### config.mk
export PLATFORM = sky130hd
export DESIGN_NAME = transmitter_flat
export DESIGN_NICKNAME = d
export VERILOG_FILES = /design/src/rtl/transmitter_if.sv /design/src/rtl/transmitter.sv /design/src/flat_wrapper.sv
export SDC_FILE = /design/constraint.sdc
export NUM_CORES = 1
export LEC_CHECK = 0
export BUFFER_PORTS_ARGS = -buffer_cell sky130_fd_sc_hd__buf_2
export CAP_MARGIN = 0
export CORE_MARGIN = 10
export CORE_UTILIZATION = 40
export CTS_BUF_LIST = sky130_fd_sc_hd__clkbuf_8
export DETAILED_ROUTE_END_ITERATION = 16
export GPL_ROUTABILITY_DRIVEN = 0
export HOLD_SLACK_MARGIN = 0.02
export PLACE_DENSITY = 0.69
export SYNTH_ARGS = -nofsm -noshare
export SYNTH_HDL_FRONTEND = slang
export SYNTH_SLANG_ARGS = --single-unit
### constraint.sdc
create_clock -name clk -period 2.21 [get_ports clk]
set_clock_uncertainty 0.2 [all_clocks]
set_input_delay 0.1105 -clock clk [delete_from_list [all_inputs] [get_ports clk]]
set_output_delay 0.1105 -clock clk [all_outputs]
set_load 0.01 [all_outputs]
### src/rtl/transmitter_if.sv
// Start/data handshake and serial frame outputs of the word transmitter.
interface transmitter_if;
  logic        start;
  logic [31:0] txdata;
  logic        ready;
  logic        busy;
  logic        done;
  logic        dataout;
  logic        comEn;
  logic        sclk;

  modport master (
    output start, txdata,
    input  ready, busy, done, dataout, comEn, sclk
  );

  modport slave (
    input  start, txdata,
    output ready, busy, done, dataout, comEn, sclk
  );
endinterface

### src/rtl/transmitter.sv
// Serialises a 32-bit word MSB first with a bit clock and frame enable,
// followed by an idle gap of GAP_BITS bit periods before the next word.
module transmitter #(
  parameter int HALF_DIV = 50,
  parameter int GAP_BITS = 2
) (
  input logic clk,
  input logic reset,
  transmitter_if.slave bus
);

  localparam int BIT_CYCLES = 2 * (HALF_DIV + 1);
  localparam int GAP_CYCLES = GAP_BITS * BIT_CYCLES;
  localparam int DIV_W      = $clog2(BIT_CYCLES);
  localparam int GAP_W      = $clog2(GAP_CYCLES);

  localparam logic [DIV_W-1:0] DIV_LAST = DIV_W'(BIT_CYCLES - 1);
  localparam logic [DIV_W-1:0] DIV_HALF = DIV_W'(HALF_DIV + 1);
  localparam logic [GAP_W-1:0] GAP_LAST = GAP_W'(GAP_CYCLES - 1);
  localparam logic [4:0]       BIT_LAST = 5'd31;

  typedef enum logic [1:0] {
    IDLE,
    SHIFT,
    GAP
  } state_t;

  state_t           state, state_next;
  logic [31:0]      shift_reg, shift_next;
  logic [4:0]       bit_cnt, bit_next;
  logic [DIV_W-1:0] div_cnt, div_next;
  logic [GAP_W-1:0] gap_cnt, gap_next;

  always_ff @(posedge clk) begin
    if (reset) begin
      state     <= IDLE;
      shift_reg <= '0;
      bit_cnt   <= '0;
      div_cnt   <= '0;
      gap_cnt   <= '0;
    end else begin
      state     <= state_next;
      shift_reg <= shift_next;
      bit_cnt   <= bit_next;
      div_cnt   <= div_next;
      gap_cnt   <= gap_next;
    end
  end

  always_comb begin
    state_next = state;
    shift_next = shift_reg;
    bit_next   = bit_cnt;
    div_next   = div_cnt;
    gap_next   = gap_cnt;
    case (state)
      IDLE: begin
        if (bus.start) begin
          state_next = SHIFT;
          shift_next = bus.txdata;
          bit_next   = '0;
          div_next   = '0;
        end
      end
      SHIFT: begin
        if (div_cnt != DIV_LAST) begin
          div_next = div_cnt + 1'b1;
        end else if (bit_cnt != BIT_LAST) begin
          div_next   = '0;
          bit_next   = bit_cnt + 1'b1;
          shift_next = {shift_reg[30:0], 1'b0};
        end else begin
          state_next = GAP;
          div_next   = '0;
          gap_next   = '0;
        end
      end
      GAP: begin
        if (gap_cnt == GAP_LAST) begin
          state_next = IDLE;
        end else begin
          gap_next = gap_cnt + 1'b1;
        end
      end
      default: begin
        state_next = IDLE;
      end
    endcase
  end

  // The gap counter is zero only on the first GAP cycle, which marks the end of the word.
  assign bus.ready   = (state == IDLE);
  assign bus.busy    = (state != IDLE);
  assign bus.comEn   = (state == SHIFT);
  assign bus.dataout = (state == SHIFT) && shift_reg[31];
  assign bus.sclk    = (state == SHIFT) && (div_cnt >= DIV_HALF);
  assign bus.done    = (state == GAP) && (gap_cnt == '0);

endmodule

### src/flat_wrapper.sv
// flat-port wrapper written by rule: the top's interface ports become plain ports
module transmitter_flat 
#(
  parameter int HALF_DIV = 50,
  parameter int GAP_BITS = 2
)
  (clk, reset, bus_start, bus_txdata, bus_ready, bus_busy, bus_done, bus_dataout, bus_comEn, bus_sclk);
  transmitter_if bus_i ();
  input logic clk;
  input logic reset;
  input wire logic [$bits(bus_i.start)-1:0] bus_start;
  input wire logic [$bits(bus_i.txdata)-1:0] bus_txdata;
  output wire logic [$bits(bus_i.ready)-1:0] bus_ready;
  output wire logic [$bits(bus_i.busy)-1:0] bus_busy;
  output wire logic [$bits(bus_i.done)-1:0] bus_done;
  output wire logic [$bits(bus_i.dataout)-1:0] bus_dataout;
  output wire logic [$bits(bus_i.comEn)-1:0] bus_comEn;
  output wire logic [$bits(bus_i.sclk)-1:0] bus_sclk;
  assign bus_i.start = bus_start;
  assign bus_i.txdata = bus_txdata;
  assign bus_ready = bus_i.ready;
  assign bus_busy = bus_i.busy;
  assign bus_done = bus_i.done;
  assign bus_dataout = bus_i.dataout;
  assign bus_comEn = bus_i.comEn;
  assign bus_sclk = bus_i.sclk;
  transmitter #(.HALF_DIV(HALF_DIV), .GAP_BITS(GAP_BITS)) u_core (.clk(clk), .reset(reset), .bus(bus_i));
endmodule
==> impl_metrics.toml <==
[run_status]
status = "completed"

[clocking]
cts_tree = "built"
clkSinkCount = 54
cts_root_buffer = "clkbuf_8"
clock_path_buffers = 2
htreeDepth = 2
cts.clk_slew.worst_paths_ns = 0.10
clock_latency_ns = 0.31
cts_made_buffers = 5

[routing]
wl_per_cell_um = 15.42
drc = 0
drt_iter0_markers = 174
vias = 2560
viasPerCell = 5.401
ant_nets = 0
drtPass1Iterations = 4
finalWirelength_mm = 7.308

[layout]
multiInputGateArea_um2 = 1754
final_layout_size_suffix_gt1_share_pct = 32.80
seqCellArea_um2 = 1084
fillCellCount = 664
largest_register_ffs = 32
n_antenna_cell = 0
final_util_pct = 53.00
area_growth_pct = 28.12
nNetsFinal = 415

[worst_setup_path]
cpMostUsedCell = "ha_4"
worst_path_largest_cell_delay_ns = 0.35
required_ns = 2.17
path_cells = "ha_4, and3_4, ha_4, nor3b_4, buf_6, a21oi_4, nor2_8, buf_12, a311oi_1"
crit_slowest_cell = "dfxtp_2"
crit_fanout = 6
start_kind = "register"
crit_type = "register to register"
worst_setup_path_end_kind = "register"
critical_path_arrival_ns = 2.12

[timing]
fmax_mhz = 463.7
hold_viol_final = 0
slew_violations = 0
period_minus_slack_ns = 2.156
hold-worst-slack_ns = 0.1255
fin_crit_sh_pct = 97.58
fin_setup_tns_ns = 0
slew_headroom_pct = 54.91
worst_slew_pin_slew_ns = 0.6763
setup_viol = 0

[pwr]
power_mw = 2.112
power.density_nw_per_um2 = 546.4
vdd_drop_max_mv = 0.3003
leakagePower_nw = 1.528

[floorplanning]
core-area_um2 = 7292
num_rows = 31
die_y_um = 106.8
initial_utilization_pct = 41.37
die_w_um = 106.8
pin_count = 41
die_area_um2 = 11410

[synthesis]
netlist_area_um2 = 3017
ys_seq_elements = 54
ys_warn_count = 0
synth_edf_count = 0
syn_inst = 295
yosysSeqAreaShare_pct = 35.84
ys_types = 52
synth_fp_nets = 336
avgSynthCellArea_um2 = 10.23
synth-async-reset-ratio_pct = 0
synth_top_flop_cell = "dfxtp_1"

[global_routing]
grt_use_total_pct = 12.19
grt_pass1_vias = 2516
overflow = 0
grt_max_degree = 33
antenna_found_initial = 0
grt_pass1_wl_mm = 11.91

[placed_design]
hpwl_mm = 4.498
port_buffers = 40

[worst_hold_path]
hold_class = "input pin to register"

[job]
maxCapViolations = 0
## worst max-delay path, delay by kind of cell (launching register included)
| kind | cells | cell delay [ns] |
|---|---|---|
| AOI/OAI and AO/OA | 2 | 0.15 |
| adders and majority gates | 2 | 0.32 |
| buffers and inverters | 2 | 0.31 |
| DFF | 1 | 0.35 |
| and+or+nand+nor | 3 | 0.69 |
## metrics by stage
step	setup slack, ns	std cells	instance area, um2
final	0.05354	474	3865
after global routing	-0.01966	474	3865
after CTS	0.01714	466	3705
after detailed placement	0.03275	425	3283
after global placement	0.1090	425	3283
after floorplan	0.1955	295	3017
## cell type report
| class | count | share of cell area (%) |
|---|---|---|
| clock buffer | 6 | 2.137 |
| clock inverter | 2 | 0.2266 |
| tap | 99 | 3.205 |
| timing repair buffer | 94 | 20.33 |
| sequential | 54 | 28.03 |
| inverter | 7 | 0.6798 |
| multi-input combinational | 212 | 45.39 |
## report_power, final
| group | switching [mW] | internal (mW) | total, mW |
|---|---|---|---|
| combinational | 0.229 | 0.239 | 0.468 |
| sequential | 0.0349 | 1.03 | 1.07 |
| clock | 0.327 | 0.249 | 0.576 |
## per-layer routing
metal,global-route usage (%),share of wire [%]
met1,15.14,47
met2,20.50,48
met3,2.515,3.8
met4,4.062,1.2
met5,0,0
## worst paths after layout
| check | to | cells after the start | from | slack [ns] |
|---|---|---|---|---|
| max | u_core.bit_cnt[3] | 9 | u_core.bit_cnt[1] | 0.05 |
| min | u_core.div_cnt[0] | 2 | reset | 0.13 |
| max reg2reg | u_core.bit_cnt[3] | 9 | u_core.bit_cnt[1] | 0.05 |
| min reg2reg | u_core.bit_cnt[3] | 1 | u_core.bit_cnt[3] | 0.30 |
## logic make-up (layout without fill, tap and decap cells)
| group | count (synthesis) | in the layout | synth area share [%] |
|---|---|---|---|
| simple gates | 67 | 67 | 13.98 |
| compound gates | 106 | 107 | 29.57 |
| flops | 54 | 54 | 35.84 |
| fa+ha+maj | 6 | 6 | 2.489 |
| mux | 32 | 32 | 10.62 |
| buf+inv | 30 | 109 | 7.507 |
## cell usage after synthesis (2+ instances only)
master	instances	share of area (%)
o21a_1	2	0.50
a211oi_1	5	1.2
nand3_1	8	1.3
a311oi_1	3	0.87
nand2b_1	7	1.5
nand4b_1	3	0.87
inv_1	6	0.75
nor2_2	2	0.41
buf_8	4	2.0
buf_6	8	3.0
and3_1	3	0.62
a31oi_1	3	0.62
nand2b_4	2	0.91
nand4_1	3	0.62
nor2_1	12	1.5
o21ai_0	7	1.2
ha_1	6	2.5
nor3_1	5	0.83
buf_2	4	0.66
a211oi_2	29	12
a21oi_4	2	1.1
dfxtp_1	54	36
nor2b_1	2	0.41
a311oi_2	4	2.0
nand2_1	8	1.0
mux2i_1	32	11
clkbuf_1	6	0.75
a21oi_1	41	6.8
## repair_timing
action / in CTS / in global routing
hold endpoints to repair: 33 / 0
resized for setup: 0 / 9
hold buffers: 33 / 0
setup buffers: 0 / 3
setup endpoints to repair: 0 / 34
## layout by cell type, fill, tap and decap left out, types with 3 or more instances in the layout
master and n:
ha_1 4, a211oi_2 29, buf_12 3, dlygate4sd3_1 33, clkbuf_8 6, buf_4 13, nand3_1 8, a311oi_1 3
o21ai_0 7, nand2_1 8, buf_2 40, nor2_1 12, nand4_1 3, clkbuf_16 3, a31oi_1 3, nand2b_1 7
nand4b_1 3, a311oi_2 4, a211oi_1 5, nor3_1 5, mux2i_1 32, dfxtp_1 52, a21oi_1 41, inv_1 7
(Power assumes the default switching activity.)
